### src/rtl/dunit_pkg.sv
// rtl/dunit_pkg.sv - shared command codes, state encoding and helpers for debug_unit
package dunit_pkg;

  localparam logic [7:0] CMD_LOAD  = 8'h4C;
  localparam logic [7:0] CMD_RUN   = 8'h43;
  localparam logic [7:0] CMD_STEP  = 8'h53;
  localparam logic [7:0] CMD_RSTPC = 8'h52;
  localparam logic [7:0] ACK_BYTE  = 8'h4B;

  localparam int NUM_REGS = 32;

  typedef enum logic [3:0] {
    IDLE,
    LOAD_CNT,
    LOAD_BYTE,
    LOAD_WR,
    RSTPC,
    RUN,
    STEP,
    DUMP_SET,
    DUMP_CAP,
    DUMP_SEND,
    ACK
  } state_t;

  // Byte address of a 32-bit word index.
  function automatic logic [31:0] word_addr(input logic [7:0] k);
    return {22'd0, k, 2'b00};
  endfunction

endpackage

### src/rtl/debug_unit_if.sv
// rtl/debug_unit_if.sv - UART byte stream and pipeline debug port bundle for debug_unit
interface debug_unit_if #(
  parameter int NB_REG  = 32,
  parameter int NB_BYTE = 8
);
  logic [NB_BYTE-1:0] i_rx_data;
  logic               i_rx_valid;
  logic               i_tx_done;
  logic [NB_BYTE-1:0] o_tx_data;
  logic               o_tx_start;
  logic               i_halt;
  logic [NB_REG-1:0]  i_dunit_reg;
  logic [NB_REG-1:0]  i_dunit_mem_data;
  logic               o_dunit_clk_en;
  logic               o_dunit_reset_pc;
  logic               o_dunit_w_mem;
  logic [NB_REG-1:0]  o_dunit_addr;
  logic [NB_REG-1:0]  o_dunit_data;
  logic               o_busy;

  modport master (
    input  i_rx_data, i_rx_valid, i_tx_done, i_halt, i_dunit_reg, i_dunit_mem_data,
    output o_tx_data, o_tx_start, o_dunit_clk_en, o_dunit_reset_pc, o_dunit_w_mem,
           o_dunit_addr, o_dunit_data, o_busy
  );

  modport slave (
    output i_rx_data, i_rx_valid, i_tx_done, i_halt, i_dunit_reg, i_dunit_mem_data,
    input  o_tx_data, o_tx_start, o_dunit_clk_en, o_dunit_reset_pc, o_dunit_w_mem,
           o_dunit_addr, o_dunit_data, o_busy
  );
endinterface

### src/rtl/dunit_word_tx.sv
// rtl/dunit_word_tx.sv - serializes one word MSB byte first over the tx start/done handshake
module dunit_word_tx #(
  parameter int NB_REG  = 32,
  parameter int NB_BYTE = 8
) (
  input  logic               i_clk,
  input  logic               i_reset,
  input  logic [NB_REG-1:0]  i_word,
  input  logic               i_start,
  input  logic               i_one_byte,
  input  logic               i_tx_done,
  output logic [NB_BYTE-1:0] o_tx_data,
  output logic               o_tx_start,
  output logic               o_done
);
  localparam int NB_CNT = $clog2(NB_REG / NB_BYTE);
  localparam logic [NB_CNT-1:0] LAST = NB_CNT'(NB_REG / NB_BYTE - 1);

  logic [NB_REG-1:0] word_q;
  logic [NB_CNT-1:0] cnt;
  logic              pending;
  logic              start_q;
  logic              done_q;

  // A single-byte send starts at the last slot so the first done finishes it.
  always_ff @(posedge i_clk or negedge i_reset) begin
    if (!i_reset) begin
      word_q  <= '0;
      cnt     <= '0;
      pending <= 1'b0;
      start_q <= 1'b0;
      done_q  <= 1'b0;
    end else begin
      start_q <= 1'b0;
      done_q  <= 1'b0;
      if (i_start && !pending) begin
        word_q  <= i_word;
        cnt     <= i_one_byte ? LAST : '0;
        pending <= 1'b1;
        start_q <= 1'b1;
      end else if (pending && i_tx_done) begin
        if (cnt == LAST) begin
          pending <= 1'b0;
          done_q  <= 1'b1;
        end else begin
          cnt     <= cnt + 1'b1;
          word_q  <= {word_q[NB_REG-NB_BYTE-1:0], {NB_BYTE{1'b0}}};
          start_q <= 1'b1;
        end
      end
    end
  end

  assign o_tx_data  = word_q[NB_REG-1 -: NB_BYTE];
  assign o_tx_start = start_q;
  assign o_done     = done_q;

endmodule

### src/rtl/debug_unit.sv
// rtl/debug_unit.sv - UART-driven pipeline debug controller (load/run/step/dump); option DUNIT_CYCLE_COUNT_EN
module debug_unit
  import dunit_pkg::*;
#(
  parameter int NB_REG     = 32,
  parameter int NB_BYTE    = 8,
  parameter int NB_ADDR    = 5,
  parameter int MAX_INST   = 128,
  parameter int DUMP_WORDS = 32
) (
  input  logic         i_clk,
  input  logic         i_reset,
  debug_unit_if.master bus
);
`ifdef DUNIT_CYCLE_COUNT_EN
  localparam int DUMP_ITEMS = NUM_REGS + DUMP_WORDS + 1;
`else
  localparam int DUMP_ITEMS = NUM_REGS + DUMP_WORDS;
`endif
  localparam int NB_DIDX = $clog2(DUMP_ITEMS + 1);
  localparam logic [NB_DIDX-1:0] DUMP_LAST = NB_DIDX'(DUMP_ITEMS - 1);

  state_t               state, state_nxt;
  logic [7:0]           word_cnt;
  logic [7:0]           word_idx;
  logic [1:0]           byte_cnt;
  logic [NB_REG-1:0]    data_q;
  logic [NB_REG-1:0]    addr_q;
  logic [NB_DIDX-1:0]   dump_idx;
  logic [NB_DIDX-1:0]   dump_idx_nxt;
  logic [NB_REG-1:0]    dump_word;
  logic [NB_REG-1:0]    wt_word;
  logic                 wt_start;
  logic                 wt_one_byte;
  logic                 wt_done;
  logic                 clk_en;
  logic [NB_BYTE-1:0]   rx;

  assign rx = bus.i_rx_data;

  // Register items use the plain index; memory items use byte addresses from 0.
  function automatic logic [NB_REG-1:0] dump_addr(input logic [NB_DIDX-1:0] idx);
    if (int'(idx) < NUM_REGS) return NB_REG'(idx[NB_ADDR-1:0]);
    return word_addr(8'(idx - NB_DIDX'(NUM_REGS)));
  endfunction

`ifdef DUNIT_CYCLE_COUNT_EN
  logic [31:0] cyc_cnt;

  always_ff @(posedge i_clk or negedge i_reset) begin
    if (!i_reset) begin
      cyc_cnt <= '0;
    end else if (state == IDLE && bus.i_rx_valid && (rx == CMD_RUN || rx == CMD_STEP)) begin
      cyc_cnt <= '0;
    end else if (clk_en && cyc_cnt != 32'hFFFF_FFFF) begin
      cyc_cnt <= cyc_cnt + 32'd1;
    end
  end
`endif

  always_comb begin
    dump_word = bus.i_dunit_mem_data;
    if (int'(dump_idx) < NUM_REGS) begin
      dump_word = bus.i_dunit_reg;
    end
`ifdef DUNIT_CYCLE_COUNT_EN
    else if (dump_idx == DUMP_LAST) begin
      dump_word = cyc_cnt;
    end
`endif
  end

  always_ff @(posedge i_clk or negedge i_reset) begin
    if (!i_reset) state <= IDLE;
    else          state <= state_nxt;
  end

  always_comb begin
    state_nxt    = state;
    wt_start     = 1'b0;
    wt_one_byte  = 1'b0;
    wt_word      = dump_word;
    dump_idx_nxt = (state == DUMP_SEND) ? dump_idx + 1'b1 : '0;
    case (state)
      IDLE: begin
        if (bus.i_rx_valid) begin
          case (rx)
            CMD_LOAD:  state_nxt = LOAD_CNT;
            CMD_RSTPC: state_nxt = RSTPC;
            CMD_RUN:   state_nxt = RUN;
            CMD_STEP:  state_nxt = STEP;
            default:   state_nxt = IDLE;
          endcase
        end
      end
      LOAD_CNT:  if (bus.i_rx_valid) state_nxt = (rx == '0) ? ACK : LOAD_BYTE;
      LOAD_BYTE: if (bus.i_rx_valid && byte_cnt == 2'd3) state_nxt = LOAD_WR;
      LOAD_WR:   state_nxt = (({1'b0, word_idx} + 9'd1) == {1'b0, word_cnt}) ? ACK : LOAD_BYTE;
      RSTPC:     state_nxt = ACK;
      RUN:       if (bus.i_halt) state_nxt = DUMP_SET;
      STEP:      state_nxt = DUMP_SET;
      DUMP_SET:  state_nxt = DUMP_CAP;
      DUMP_CAP: begin
        wt_start  = 1'b1;
        state_nxt = DUMP_SEND;
      end
      DUMP_SEND: if (wt_done) state_nxt = (dump_idx == DUMP_LAST) ? IDLE : DUMP_SET;
      ACK:       if (wt_done) state_nxt = IDLE;
      default:   state_nxt = IDLE;
    endcase
    // The acknowledge byte is launched on the transition into ACK.
    if (state_nxt == ACK && state != ACK) begin
      wt_start    = 1'b1;
      wt_one_byte = 1'b1;
      wt_word     = {ACK_BYTE, {(NB_REG - 8){1'b0}}};
    end
  end

  always_ff @(posedge i_clk or negedge i_reset) begin
    if (!i_reset) begin
      word_cnt <= '0;
      word_idx <= '0;
      byte_cnt <= '0;
      data_q   <= '0;
      addr_q   <= '0;
      dump_idx <= '0;
    end else begin
      case (state)
        LOAD_CNT: begin
          if (bus.i_rx_valid) begin
            word_cnt <= rx;
            word_idx <= '0;
            byte_cnt <= '0;
          end
        end
        LOAD_BYTE: begin
          if (bus.i_rx_valid) begin
            data_q   <= {data_q[NB_REG-NB_BYTE-1:0], rx};
            byte_cnt <= byte_cnt + 2'd1;
            if (byte_cnt == 2'd3) addr_q <= word_addr(word_idx);
          end
        end
        LOAD_WR: word_idx <= word_idx + 8'd1;
        default: ;
      endcase
      if (state_nxt == DUMP_SET) begin
        dump_idx <= dump_idx_nxt;
        addr_q   <= dump_addr(dump_idx_nxt);
      end
    end
  end

  // Combinational so the pipeline never advances in the cycle halt is seen.
  assign clk_en = (state == RUN && !bus.i_halt) || (state == STEP);

  assign bus.o_dunit_clk_en   = clk_en;
  assign bus.o_dunit_reset_pc = (state == RSTPC);
  assign bus.o_dunit_w_mem    = (state == LOAD_WR) && (int'(word_idx) < MAX_INST);
  assign bus.o_dunit_addr     = addr_q;
  assign bus.o_dunit_data     = data_q;
  assign bus.o_busy           = (state != IDLE);

  dunit_word_tx #(
    .NB_REG  (NB_REG),
    .NB_BYTE (NB_BYTE)
  ) u_word_tx (
    .i_clk      (i_clk),
    .i_reset    (i_reset),
    .i_word     (wt_word),
    .i_start    (wt_start),
    .i_one_byte (wt_one_byte),
    .i_tx_done  (bus.i_tx_done),
    .o_tx_data  (bus.o_tx_data),
    .o_tx_start (bus.o_tx_start),
    .o_done     (wt_done)
  );

endmodule

### src/flat_wrapper.sv
// flat-port wrapper written by rule: the top's interface ports become plain ports
module debug_unit_flat import dunit_pkg::*;
#(
  parameter int NB_REG     = 32,
  parameter int NB_BYTE    = 8,
  parameter int NB_ADDR    = 5,
  parameter int MAX_INST   = 128,
  parameter int DUMP_WORDS = 32
)
  (i_clk, i_reset, bus_i_rx_data, bus_i_rx_valid, bus_i_tx_done, bus_i_halt, bus_i_dunit_reg, bus_i_dunit_mem_data, bus_o_tx_data, bus_o_tx_start, bus_o_dunit_clk_en, bus_o_dunit_reset_pc, bus_o_dunit_w_mem, bus_o_dunit_addr, bus_o_dunit_data, bus_o_busy);
  debug_unit_if #(.NB_REG(NB_REG), .NB_BYTE(NB_BYTE)) bus_i ();
  input  logic i_clk;
  input  logic i_reset;
  input wire logic [$bits(bus_i.i_rx_data)-1:0] bus_i_rx_data;
  input wire logic [$bits(bus_i.i_rx_valid)-1:0] bus_i_rx_valid;
  input wire logic [$bits(bus_i.i_tx_done)-1:0] bus_i_tx_done;
  input wire logic [$bits(bus_i.i_halt)-1:0] bus_i_halt;
  input wire logic [$bits(bus_i.i_dunit_reg)-1:0] bus_i_dunit_reg;
  input wire logic [$bits(bus_i.i_dunit_mem_data)-1:0] bus_i_dunit_mem_data;
  output wire logic [$bits(bus_i.o_tx_data)-1:0] bus_o_tx_data;
  output wire logic [$bits(bus_i.o_tx_start)-1:0] bus_o_tx_start;
  output wire logic [$bits(bus_i.o_dunit_clk_en)-1:0] bus_o_dunit_clk_en;
  output wire logic [$bits(bus_i.o_dunit_reset_pc)-1:0] bus_o_dunit_reset_pc;
  output wire logic [$bits(bus_i.o_dunit_w_mem)-1:0] bus_o_dunit_w_mem;
  output wire logic [$bits(bus_i.o_dunit_addr)-1:0] bus_o_dunit_addr;
  output wire logic [$bits(bus_i.o_dunit_data)-1:0] bus_o_dunit_data;
  output wire logic [$bits(bus_i.o_busy)-1:0] bus_o_busy;
  assign bus_i.i_rx_data = bus_i_rx_data;
  assign bus_i.i_rx_valid = bus_i_rx_valid;
  assign bus_i.i_tx_done = bus_i_tx_done;
  assign bus_i.i_halt = bus_i_halt;
  assign bus_i.i_dunit_reg = bus_i_dunit_reg;
  assign bus_i.i_dunit_mem_data = bus_i_dunit_mem_data;
  assign bus_o_tx_data = bus_i.o_tx_data;
  assign bus_o_tx_start = bus_i.o_tx_start;
  assign bus_o_dunit_clk_en = bus_i.o_dunit_clk_en;
  assign bus_o_dunit_reset_pc = bus_i.o_dunit_reset_pc;
  assign bus_o_dunit_w_mem = bus_i.o_dunit_w_mem;
  assign bus_o_dunit_addr = bus_i.o_dunit_addr;
  assign bus_o_dunit_data = bus_i.o_dunit_data;
  assign bus_o_busy = bus_i.o_busy;
  debug_unit #(.NB_REG(NB_REG), .NB_BYTE(NB_BYTE), .NB_ADDR(NB_ADDR), .MAX_INST(MAX_INST), .DUMP_WORDS(DUMP_WORDS)) u_core (.i_clk(i_clk), .i_reset(i_reset), .bus(bus_i));
endmodule
### config.mk
export PLATFORM = sky130hd
export DESIGN_NAME = debug_unit_flat
export DESIGN_NICKNAME = d
export VERILOG_FILES = /design/src/rtl/dunit_pkg.sv /design/src/rtl/debug_unit_if.sv /design/src/rtl/dunit_word_tx.sv /design/src/rtl/debug_unit.sv /design/src/flat_wrapper.sv
export SDC_FILE = /design/constraint.sdc
export NUM_CORES = 1
export LEC_CHECK = 0
export ABC_AREA = 0
export CAP_MARGIN = 10
export CORE_MARGIN = 2
export CORE_UTILIZATION = 23
export CTS_BUF_LIST = sky130_fd_sc_hd__clkbuf_8 sky130_fd_sc_hd__clkbuf_16
export CTS_CLUSTER_DIAMETER = 150
export DETAILED_ROUTE_END_ITERATION = 12
export PLACE_DENSITY = 0.42
export SYNTH_ARGS = -nofsm -noshare
export SYNTH_HDL_FRONTEND = slang
export SYNTH_SLANG_ARGS = --single-unit
### constraint.sdc
create_clock -name i_clk -period 3.2 [get_ports i_clk]
set_input_delay 0.96 -clock i_clk [delete_from_list [all_inputs] [get_ports i_clk]]
set_output_delay 0.96 -clock i_clk [all_outputs]
set_load 0.05 [all_outputs]
==> results.py <==
metrics = {
    "clock_network": {
        "htree_levels": 3,
        "clkTransAtPathRegs_ns": 0.07,
        "insertion_delay_ns": 0.36,
        "cts_root_buf": "clkbuf_16",
        "clockBufferDepth": 2,
        "cts.sinks": 108,
        "cts_buffers": 9,
        "cts_tree": "done",
        "postCtsSetupRepairBufs": 0,
    },
    "die": {
        "ios": 154,
        "dieArea_sq_um": 27200,
        "initial_utilization_pct": 23.5,
        "fp.coreArea_sq_um": 25300,
        "die_w_um": 165,
        "die_h_um": 165,
        "num_rows": 58,
    },
    "logic_synthesis": {
        "syn_inst": 666,
        "synth_ff_type": "dfrtp_1",
        "avgSynthCellArea_sq_um": 8.93,
        "yosys.cell_types.count": 61,
        "synth_top_cell_by_area": "dfrtp_1",
        "synth_area_sq_um": 5950,
        "synth_most_common_cell": "nand2_1",
        "ys_top_cells_by_count": "222 x nand2_1, 108 x dfrtp_1, 44 x mux2i_1",
        "async_flop_share_pct": 100,
        "synth_top_area_share_pct": 45.4,
        "ys_top_cells_by_area": "dfrtp_1 45%, nand2_1 14%, mux2i_1 7.4%",
        "ys.warnings.count": 0,
        "synth.ff_latch_count": 108,
        "yosysSeqAreaShare_pct": 45.4,
        "synth-edff-count": 0,
    },
    "critical_path": {
        "regToRegSetupSlack_ns": 0.49,
        "critPathSlowestCell": "clkdlybuf4s50_1",
        "critPathLaunch": "bus_i_halt",
        "cpPeakStageDelay_ns": 0.45,
        "cp_num_cells": 4,
        "cp-endpoint": "bus_o_dunit_clk_en",
        "path_delay_family": "buffers and inverters",
        "r2r_cells": 8,
        "crit_chain": "clkdlybuf4s50_1, or3_1, a21oi_2, buf_12",
        "arrival_ns": 2.15,
        "crit_buf_inv": 2,
        "setup.worst_path.class": "in -> out",
        "timing.rr.end": "u_core.u_word_tx.word_q[12]$_DFFE_PN0P_",
        "path_max_fanout": 2,
        "endpoint_kind": "output port",
        "r2r-start": "u_core.dump_idx[0]$_DFFE_PN0N_",
        "startpoint_type": "input port",
        "worstPathRequired_ns": 2.24,
    },
    "job": {
        "drv_cap": 0,
    },
    "global_routing": {
        "grt_pass1_vias": 4869,
        "use_met1_pct": 17.4,
        "grt-ovfl-total": 0,
        "gr-usage-met2_pct": 19.6,
        "track_usage_pct": 12.6,
        "grt_first_pass_wirelength_um": 26700,
        "antenna_found_initial": 1,
        "grt.busiest_layer": "met2",
        "grt_max_degree": 109,
        "grt_use_met3_pct": 3.59,
    },
    "sta": {
        "fmax_mhz": 321,
        "period_minus_slack_ns": 3.11,
        "hold_violations": 0,
        "rsz0062_at_grt": "no",
        "drv_slew": 0,
        "slew_headroom_pct": 51.0,
        "finalSetupViolCount": 0,
        "tightest_slew_ns": 0.735,
        "hold-worst-slack_ns": 0.477,
        "fin_crit_sh_pct": 97.2,
        "skew_ns": 0.0153,
    },
    "pwr": {
        "powerDensity_nw_per_um2": 853,
        "total_power_mw": 6.84,
        "ir_drop_mv": 0.435,
        "p_leak_nw": 3.79,
    },
    "finish": {
        "fillCellCount": 2710,
        "syn_to_final_growth_pct": 34.8,
        "drive_above_1_share_pct": 10.6,
        "nets": 875,
        "diodes": 0,
    },
    "placement": {
        "dp_hpwl_um": 11900,
        "portBuffers": 131,
        "gp_congestion": 0.782,
    },
    "route": {
        "dr.pass1.iters": 6,
        "wl_per_cell_um": 14.9,
        "routed_wl_um": 16800,
        "first_iter_violations": 240,
        "routed_via_density": 4.37,
        "route.detailed.drc": 0,
        "detail-route-antenna-nets": 0,
        "dr_total_vias": 4937,
    },
    "worst_hold_path": {
        "hp-class": "reg -> reg",
    },
    "status": {
        "status": "finished, final reports clean",
    },
}
==> repair_timing <==
| action | in CTS | in global routing |
|---|---|---|
| hold buffers | 0 | 0 |
| setup endpoints to repair | 1 | 0 |
| gates resized for setup | 1 | 0 |
==> per-stage QoR <==
| stage | TNS [ns] | area [sq um] | setup WS (ns) | utilization [%] | instances |
|---|---|---|---|---|---|
| 2_1_floorplan | 0 | 6040 | 0.185 | - | 687 |
| 3_3_place_gp | -1.15 | 7670 | -0.0426 | 30.3 | 1113 |
| 3_5_place_dp | -1.49 | 7670 | -0.0657 | 30.3 | 1113 |
| 4_1_cts | 0 | 8020 | 0.0627 | 31.7 | 1129 |
| 5_1_grt | 0 | 8020 | 0.0294 | 31.7 | 1129 |
| 6_report | 0 | 8020 | 0.0893 | 31.7 | 1129 |
==> worst min path at each step <==
| stage | start | cells after the start | endpoint | slack, ns |
|---|---|---|---|---|
| final | u_core.bus.o_dunit_data[26]$_DFFE_PN0P_ | 2 | u_core.bus.o_dunit_data[26]$_DFFE_PN0P_ | 0.48 |
| after global routing | u_core.bus.o_dunit_data[29]$_DFFE_PN0P_ | 2 | u_core.bus.o_dunit_data[29]$_DFFE_PN0P_ | 0.50 |
| after CTS | u_core.bus.o_dunit_data[25]$_DFFE_PN0P_ | 2 | u_core.bus.o_dunit_data[25]$_DFFE_PN0P_ | 0.48 |
| after detailed placement | u_core.bus.o_dunit_data[25]$_DFFE_PN0P_ | 2 | u_core.bus.o_dunit_data[25]$_DFFE_PN0P_ | 0.46 |
| after global placement | u_core.bus.o_dunit_data[26]$_DFFE_PN0P_ | 2 | u_core.bus.o_dunit_data[26]$_DFFE_PN0P_ | 0.46 |
| after floorplan | u_core.u_word_tx.word_q[23]$_DFFE_PN0P_ | 2 | u_core.u_word_tx.word_q[31]$_DFFE_PN0P_ | 0.46 |
==> cells by family after synthesis <==
kind of cell | after synthesis | share of synthesized area (%)
AO/OA/AOI/OAI | 87 | 10.2
multiplexers | 57 | 9.86
other | 1 | 0.0630
XOR/XNOR | 18 | 2.88
AND/OR/NAND/NOR | 315 | 23.2
adder cells (fa/ha/maj) | 5 | 1.01
flip-flops | 108 | 45.4
buffers and inverters | 75 | 7.38
==> where the power goes <==
part           leakage (nW)  total, mW  switching [mW]  internal (mW)
clock network         0.168       1.32           0.549          0.772
logic                  2.23       3.20            1.99           1.21
registers              1.39       2.32           0.443           1.88
total                  3.79       6.84            2.98           3.86
==> sequential cells by signal, summed over array words and instances (netlist names) <==
name,cells
u_core.u_word_tx.o_tx_start,1
u_core.state,4
u_core.bus.o_dunit_addr,10
u_core.u_word_tx.pending,1
u_core.u_word_tx.o_done,1
u_core.dump_idx,7
u_core.byte_cnt,2
u_core.word_idx,8
u_core.word_cnt,8
u_core.bus.o_dunit_data,32
u_core.u_word_tx.word_q,32
u_core.u_word_tx.cnt,2
==> routing by layer <==
metal / vias up / wire [um] / part of all wire, %
met4: 2 / 160 / 0.95
met1: 2315 / 8210 / 49
met2: 132 / 7430 / 44
li1: 2471 / - / -
met5: - / 11 / 0.065
met3: 17 / 1030 / 6.1
==> final cells by class <==
cell class	instances	area [sq um]	area share, %
inverters	5	18.8	0.234
repair buffers	166	1630	20.3
clock inverters	7	123	1.53
well taps	330	413	5.15
multi-input cells	504	2910	36.3
clock buffers	9	225	2.81
flip-flops and latches	108	2700	33.7
==> worst reg2reg max path, stage by stage (launching register included) <==
cell	delay (ns)
dfrtp_1	0.44
ha_1	0.34
nand2_1	0.17
o311ai_4	0.27
o211ai_1	0.15
or3_1	0.42
a2111oi_4	0.42
buf_12	0.26
o22ai_1	0.12
==> cells in the final DEF (no fill, tap or decap), drive strengths merged, types with 3 or more instances in the layout <==
master	n
nand2	222
clkdlybuf4s50	127
dfrtp	108
mux2i	44
buf	39
o22ai	27
nand3	27
o21ai	24
conb	22
nor2	19
mux2	13
xor2	11
clkbuf	9
or3	7
a21oi	7
nand4	6
xnor2	6
a21o	5
inv	5
o211ai	4
nand2b	4
nor3	4
ha	4
and3	3
or2	3
a22o	3
bufinv	3
nor4	3
clkinv	3
No activity file was read; power rests on OpenSTA's default activity.
